[src/rtl/fetch_stage.sv]
// fetch_stage: front pipeline stage. Owns the PC, issues instruction-memory
// reads (at most one outstanding), and buffers returned instructions in a
// 2-entry FIFO whose head is presented to decode. Decode redirects flush the
// FIFO and squash any in-flight wrong-path response.
module fetch_stage #(
  parameter int                    ADDR_WIDTH        = 32,
  parameter int                    INSTRUCTION_WIDTH = 32,
  parameter logic [ADDR_WIDTH-1:0] RESET_PC          = '0
) (
  input  logic                         clk,
  input  logic                         rst,
  input  logic                         next_stall,
  output logic                         done_next,
  input  logic                         control_flow_affected,
  input  logic [ADDR_WIDTH-1:0]        jump_target,
  input  logic                         jump_target_valid,
  output logic                         imem_req,
  output logic [ADDR_WIDTH-1:0]        imem_addr,
  input  logic                         imem_ready,
  input  logic [INSTRUCTION_WIDTH-1:0] imem_rdata,
  input  logic                         imem_rdata_valid,
  input  logic                         imem_rdata_error,
  output logic [ADDR_WIDTH-1:0]        program_count_out,
  output logic                         program_count_valid_out,
  output logic [INSTRUCTION_WIDTH-1:0] instruction_data_out,
  output logic                         instruction_data_valid_out
);

  typedef struct packed {
    logic [ADDR_WIDTH-1:0]        pc;
    logic [INSTRUCTION_WIDTH-1:0] instr;
    logic                         ok;     // 0 = access fault or misaligned PC
  } entry_t;

  entry_t                  fifo_q [2];
  logic                    rd_ptr, wr_ptr;
  logic [1:0]              fifo_count;

  logic [ADDR_WIDTH-1:0]   fetch_pc;
  logic [ADDR_WIDTH-1:0]   req_pc;      // PC of the request currently in flight
  logic                    outstanding;
  logic                    discard;     // in-flight response belongs to a squashed path
  logic                    halted;      // misaligned entry pushed; wait for redirect

  logic                    redirect, transfer_next, misaligned, accept;
  logic                    resp_push, fault_push, push;
  logic [2:0]              occupancy;
  entry_t                  head, push_entry;

  assign redirect      = control_flow_affected && jump_target_valid;
  assign head          = fifo_q[rd_ptr];
  assign done_next     = !rst && (fifo_count != 2'd0) && !redirect;
  assign transfer_next = done_next && !next_stall;
  assign misaligned    = |fetch_pc[1:0];

  // Slots already claimed (buffered + in flight) after this cycle's pop.
  assign occupancy = {1'b0, fifo_count} + {2'b00, outstanding} - {2'b00, transfer_next};

  assign imem_req  = !rst && !redirect && !halted && !misaligned && (occupancy < 3'd2);
  assign imem_addr = fetch_pc;
  assign accept    = imem_req && imem_ready;

  // Responses arriving during a redirect, or tagged for discard, never land.
  assign resp_push  = imem_rdata_valid && !discard && !redirect;
  // A misaligned PC produces a single faulting entry without touching memory.
  assign fault_push = !rst && misaligned && !halted && !outstanding && !redirect &&
                      !imem_rdata_valid && (fifo_count != 2'd2);
  assign push       = resp_push || fault_push;

  // Select what gets written into the FIFO this cycle.
  always_comb begin
    push_entry = '0;
    if (resp_push) begin
      push_entry.pc    = req_pc;
      push_entry.instr = imem_rdata;
      push_entry.ok    = !imem_rdata_error;
    end else begin
      push_entry.pc    = fetch_pc;
      push_entry.ok    = 1'b0;
    end
  end

  assign program_count_out          = head.pc;
  assign instruction_data_out       = head.instr;
  assign program_count_valid_out    = !rst && (fifo_count != 2'd0);
  assign instruction_data_valid_out = !rst && (fifo_count != 2'd0) && head.ok;

  // FIFO pointers and occupancy; a redirect flushes everything.
  always_ff @(posedge clk or posedge rst) begin
    if (rst) begin
      rd_ptr     <= 1'b0;
      wr_ptr     <= 1'b0;
      fifo_count <= 2'd0;
    end else if (redirect) begin
      rd_ptr     <= 1'b0;
      wr_ptr     <= 1'b0;
      fifo_count <= 2'd0;
    end else begin
      if (push)          wr_ptr <= ~wr_ptr;
      if (transfer_next) rd_ptr <= ~rd_ptr;
      fifo_count <= fifo_count + {1'b0, push} - {1'b0, transfer_next};
    end
  end

  // FIFO storage; contents are only meaningful below fifo_count.
  always_ff @(posedge clk) begin
    if (push) fifo_q[wr_ptr] <= push_entry;
  end

  // PC, outstanding/discard tracking and halt on misaligned fetch.
  always_ff @(posedge clk or posedge rst) begin
    if (rst) begin
      fetch_pc    <= RESET_PC;
      req_pc      <= RESET_PC;
      outstanding <= 1'b0;
      discard     <= 1'b0;
      halted      <= 1'b0;
    end else if (redirect) begin
      fetch_pc <= jump_target;
      halted   <= 1'b0;
      if (imem_rdata_valid) begin
        outstanding <= 1'b0;
        discard     <= 1'b0;
      end else if (outstanding) begin
        discard     <= 1'b1;
      end
    end else begin
      if (accept) begin
        fetch_pc <= fetch_pc + ADDR_WIDTH'(4);
        req_pc   <= fetch_pc;
      end
      if (accept)                outstanding <= 1'b1;
      else if (imem_rdata_valid) outstanding <= 1'b0;
      if (imem_rdata_valid)      discard     <= 1'b0;
      if (fault_push)            halted      <= 1'b1;
    end
  end

  // The issue rule reserves FIFO space for every in-flight request.
  a_no_overflow: assert property (@(posedge clk) disable iff (rst)
    !(push && !transfer_next && fifo_count == 2'd2));

endmodule

[config.mk]
export PLATFORM = sky130hd
export DESIGN_NAME = fetch_stage
export DESIGN_NICKNAME = d
export VERILOG_FILES = /design/src/rtl/fetch_stage.sv
export SDC_FILE = /design/constraint.sdc
export NUM_CORES = 1
export LEC_CHECK = 0
export ABC_CLOCK_PERIOD_IN_PS = 11850
export CAP_MARGIN = 10
export CORE_UTILIZATION = 35
export DETAILED_ROUTE_END_ITERATION = 6
export PLACE_DENSITY_LB_ADDON = 0.15
export SLEW_MARGIN = 20
export SYNTH_ARGS = -nofsm -noshare
export SYNTH_HDL_FRONTEND = slang
export SYNTH_SLANG_ARGS = --single-unit
[constraint.sdc]
create_clock -name clk -period 11.85 [get_ports clk]
set_input_delay 2.37 -clock clk [delete_from_list [all_inputs] [get_ports clk]]
set_output_delay 2.37 -clock clk [all_outputs]
set_load 0.02 [all_outputs]
==> flow_metrics.env <==
export IMPL_outcome="completed"
export IMPL_async_reset_ff_frac=0.3532
export IMPL_power_density_nw_per_um2=206.6
export IMPL_dieArea_um2=25830
export IMPL_synthTopCellsByArea="edfxtp_1, dfrtp_1, mux2_2"
export IMPL_grt_overflow_total=0
export IMPL_critPathLaunchType="input pin"
export IMPL_synth_avg_cell_area_um2=12.91
export IMPL_layout_drive_gt1_share=0.1780
export IMPL_critPathArrivalTime_ps=6320
export IMPL_power_mw=2.406
export IMPL_drc=0
export IMPL_cts_setup_buffers=0
export IMPL_slew_viol_final=0
export IMPL_tightestPinTransition_ps=997.6
export IMPL_die_h_um=160.7
export IMPL_netSwitchingFraction=0.3008
export IMPL_grt_usage=0.1674
export IMPL_cts_buffers=24
export IMPL_seq_power_share=0.434
export IMPL_crit_path_end_kind="output port"
export IMPL_cts_sinks=201
export IMPL_p_switching_mw=0.7239
export IMPL_yosysMostFrequentCell="nand2_1"
export IMPL_viasPerCell=4.997
export IMPL_htreeDepth=1
export IMPL_combPwrFrac=0.276
export IMPL_root_buffer="clkbuf_16"
export IMPL_ys_seq_elements=201
export IMPL_clk_pin_slew_ps=50
export IMPL_ant_nets=0
export IMPL_maxCapViolCount=0
export IMPL_drtIter0Drc=247
export IMPL_fin_crit_ps=8689
export IMPL_synth_fp_nets=760
export IMPL_grt_setup_unrepaired="false"
export IMPL_hold_viol_final=0
export IMPL_dpl_cell_area_um2=10880
export IMPL_synth_area_leader_cell="edfxtp_1"
export IMPL_grt_pass1_vias=6142
export IMPL_n_antenna_cell=0
export IMPL_initial_core_util=0.3594
export IMPL_cts_tree="built"
export IMPL_crit_required_ps=9480
export IMPL_stdcell_count=1195
export IMPL_worstPathMaxFanout=72
export IMPL_min_path_type="reg2reg"
export IMPL_synthesis_instances=683
export IMPL_setup_violations_final=0
export IMPL_clk_latency_ps=500
export IMPL_ctsResizeCount=0
export IMPL_cts_hold_buf=0
export IMPL_portBuffers=171
export IMPL_fin_nets=930
export IMPL_vias=5972
export IMPL_final_cell_area_um2=11650
export IMPL_core_area_um2=24530
export IMPL_yosysUniqueCellTypes=50
export IMPL_synth_edf_count=130
export IMPL_maxSlewHeadroom=0.3349
export IMPL_yosys_warnings=0
export IMPL_drt_wl_total_mm=21.84
export IMPL_gp_congestion=0.7442
export IMPL_fillers=2231
export IMPL_fin_tns_setup_ps=0
export IMPL_clock_path_buffers=3
export IMPL_synth_seq_area_share=0.6442
export IMPL_grt_pass1_wl_mm=34.04
export IMPL_clock_power_share=0.290
export IMPL_power_leakage_nw=4.457
export IMPL_crit_type="in2out"
export IMPL_wire_per_inst_um=18.28
export IMPL_grt_max_degree=73
export IMPL_final_period_utilization=0.7333
export IMPL_synth_area_um2=8817
export IMPL_antenna_found_initial=0
export IMPL_dp_hpwl_mm=13.33
export IMPL_max_freq_mhz=115.1
export IMPL_ys_top_cells_by_count="nand2_1, edfxtp_1, mux2_2"
export IMPL_first_pass_iters=7
export IMPL_internal_power_mw=1.683
export IMPL_area_growth_pct=32.08
export IMPL_synth_ff_type="edfxtp_1"
export IMPL_ir_drop_mv=0.1121
export IMPL_io_pins=172
export IMPL_dp_cells=1151
export IMPL_synth_top_area_share=0.4427
export IMPL_fin_util=0.4747
export IMPL_fp_row_count=57
export IMPL_skew_ps=8.679
export IMPL_die_width_um=160.7
-- registers in the layout (all words and copies together), names as in the netlist --
name	count
wr_ptr	1
fifo_q	130
discard	1
fifo_count	2
rd_ptr	1
imem_addr	32
req_pc	32
outstanding	1
halted	1
-- metal layers --
layer  part of all wire  track usage
met2               0.48       0.2763
met3              0.069      0.03745
met4             0.0095      0.03302
met5                  0            0
met1               0.45       0.2265
-- cell type report --
type,instances,area [um^2],area share
flip-flops and latches,201,5684,0.4881
clock buffers,37,732.0,0.06285
clock inverters,7,36.28,0.003116
multi-input cells,440,2989,0.2567
repair buffers,179,1772,0.1521
well taps,324,405.4,0.03481
inverters,7,27.53,0.002364
-- cell usage in the layout (no fill, tap or decap), types with 3 or more instances in the layout --
master	Yosys	routed
o311ai_1	5	5
clkbuf_8	0	4
buf_4	0	8
and3_1	5	4
nand2b_1	4	4
clkinv_2	0	6
and4_1	3	3
ha_1	4	4
mux2i_1	4	4
edfxtp_1	130	130
o21ai_1	5	5
or3_1	3	3
inv_1	7	6
nand4_1	9	9
nand3_1	19	18
a21oi_1	8	8
o211ai_1	11	11
dfrtp_1	71	70
and2_1	39	37
a31oi_1	3	3
mux2_2	95	95
nor2_1	26	25
clkbuf_16	0	26
clkdlybuf4s50_1	0	171
a221o_1	8	8
or4_1	4	4
o21ai_0	15	15
clkbuf_1	18	7
nor3_1	4	4
nand2_1	136	136
-- worst max-delay path, cell delays in order --
cell and delay (ps):
clkdlybuf4s50_1 490, clkinv_2 70, buf_4 700, o21ai_0 440
nor3_1 310, ha_1 280, nand2b_1 160, fa_1 380
xnor2_1 260, and4_1 220, clkdlybuf4s50_1 620
-- per-stage QoR --
stage,hold slack (ps),worst slack (ps)
after floorplan,440.2,3413
after global placement,452.5,3122
after detailed placement,459.2,3026
after CTS,473.7,3021
after global routing,487.5,2781
final,470.8,3161
-- power groups by stage --
stage / sequential, mW / combinational (mW) / clock, mW
2_1_floorplan: 1.02 / 0.403 / 0
3_3_place_gp: 1.05 / 0.662 / 0
3_5_place_dp: 1.06 / 0.672 / 0
4_1_cts: 1.05 / 0.676 / 0.722
5_1_grt: 1.07 / 0.717 / 0.753
6_report: 1.05 / 0.664 / 0.697
-- logic make-up after synthesis --
kind of cell | share of synthesized area
and+or+nand+nor | 0.1487
adders and majority gates | 0.007947
AOI/OAI and AO/OA | 0.04981
muxes | 0.1259
xor gates and xnor gates | 0.003974
buffers and inverters | 0.01944
DFF | 0.6442
-- path summary, 6_finish.rpt --
path	startpoint	end	slack (ps)	depth (start not counted)
min	req_pc[9]$_DFFE_PP0P_	req_pc[9]$_DFFE_PP0P_	470	2
min in group asynchronous	rst	halted$_DFFE_PP0P_	2560	3
max	rst	imem_req	3160	11
min reg2reg	req_pc[9]$_DFFE_PP0P_	req_pc[9]$_DFFE_PP0P_	470	2
max in group asynchronous	rst	rd_ptr$_DFFE_PP0P_	8580	3
max reg2reg	fifo_count[1]$_DFF_PP0_	imem_addr[10]$_DFFE_PP0P_	7490	11
No activity file was read; power rests on OpenSTA's default activity.
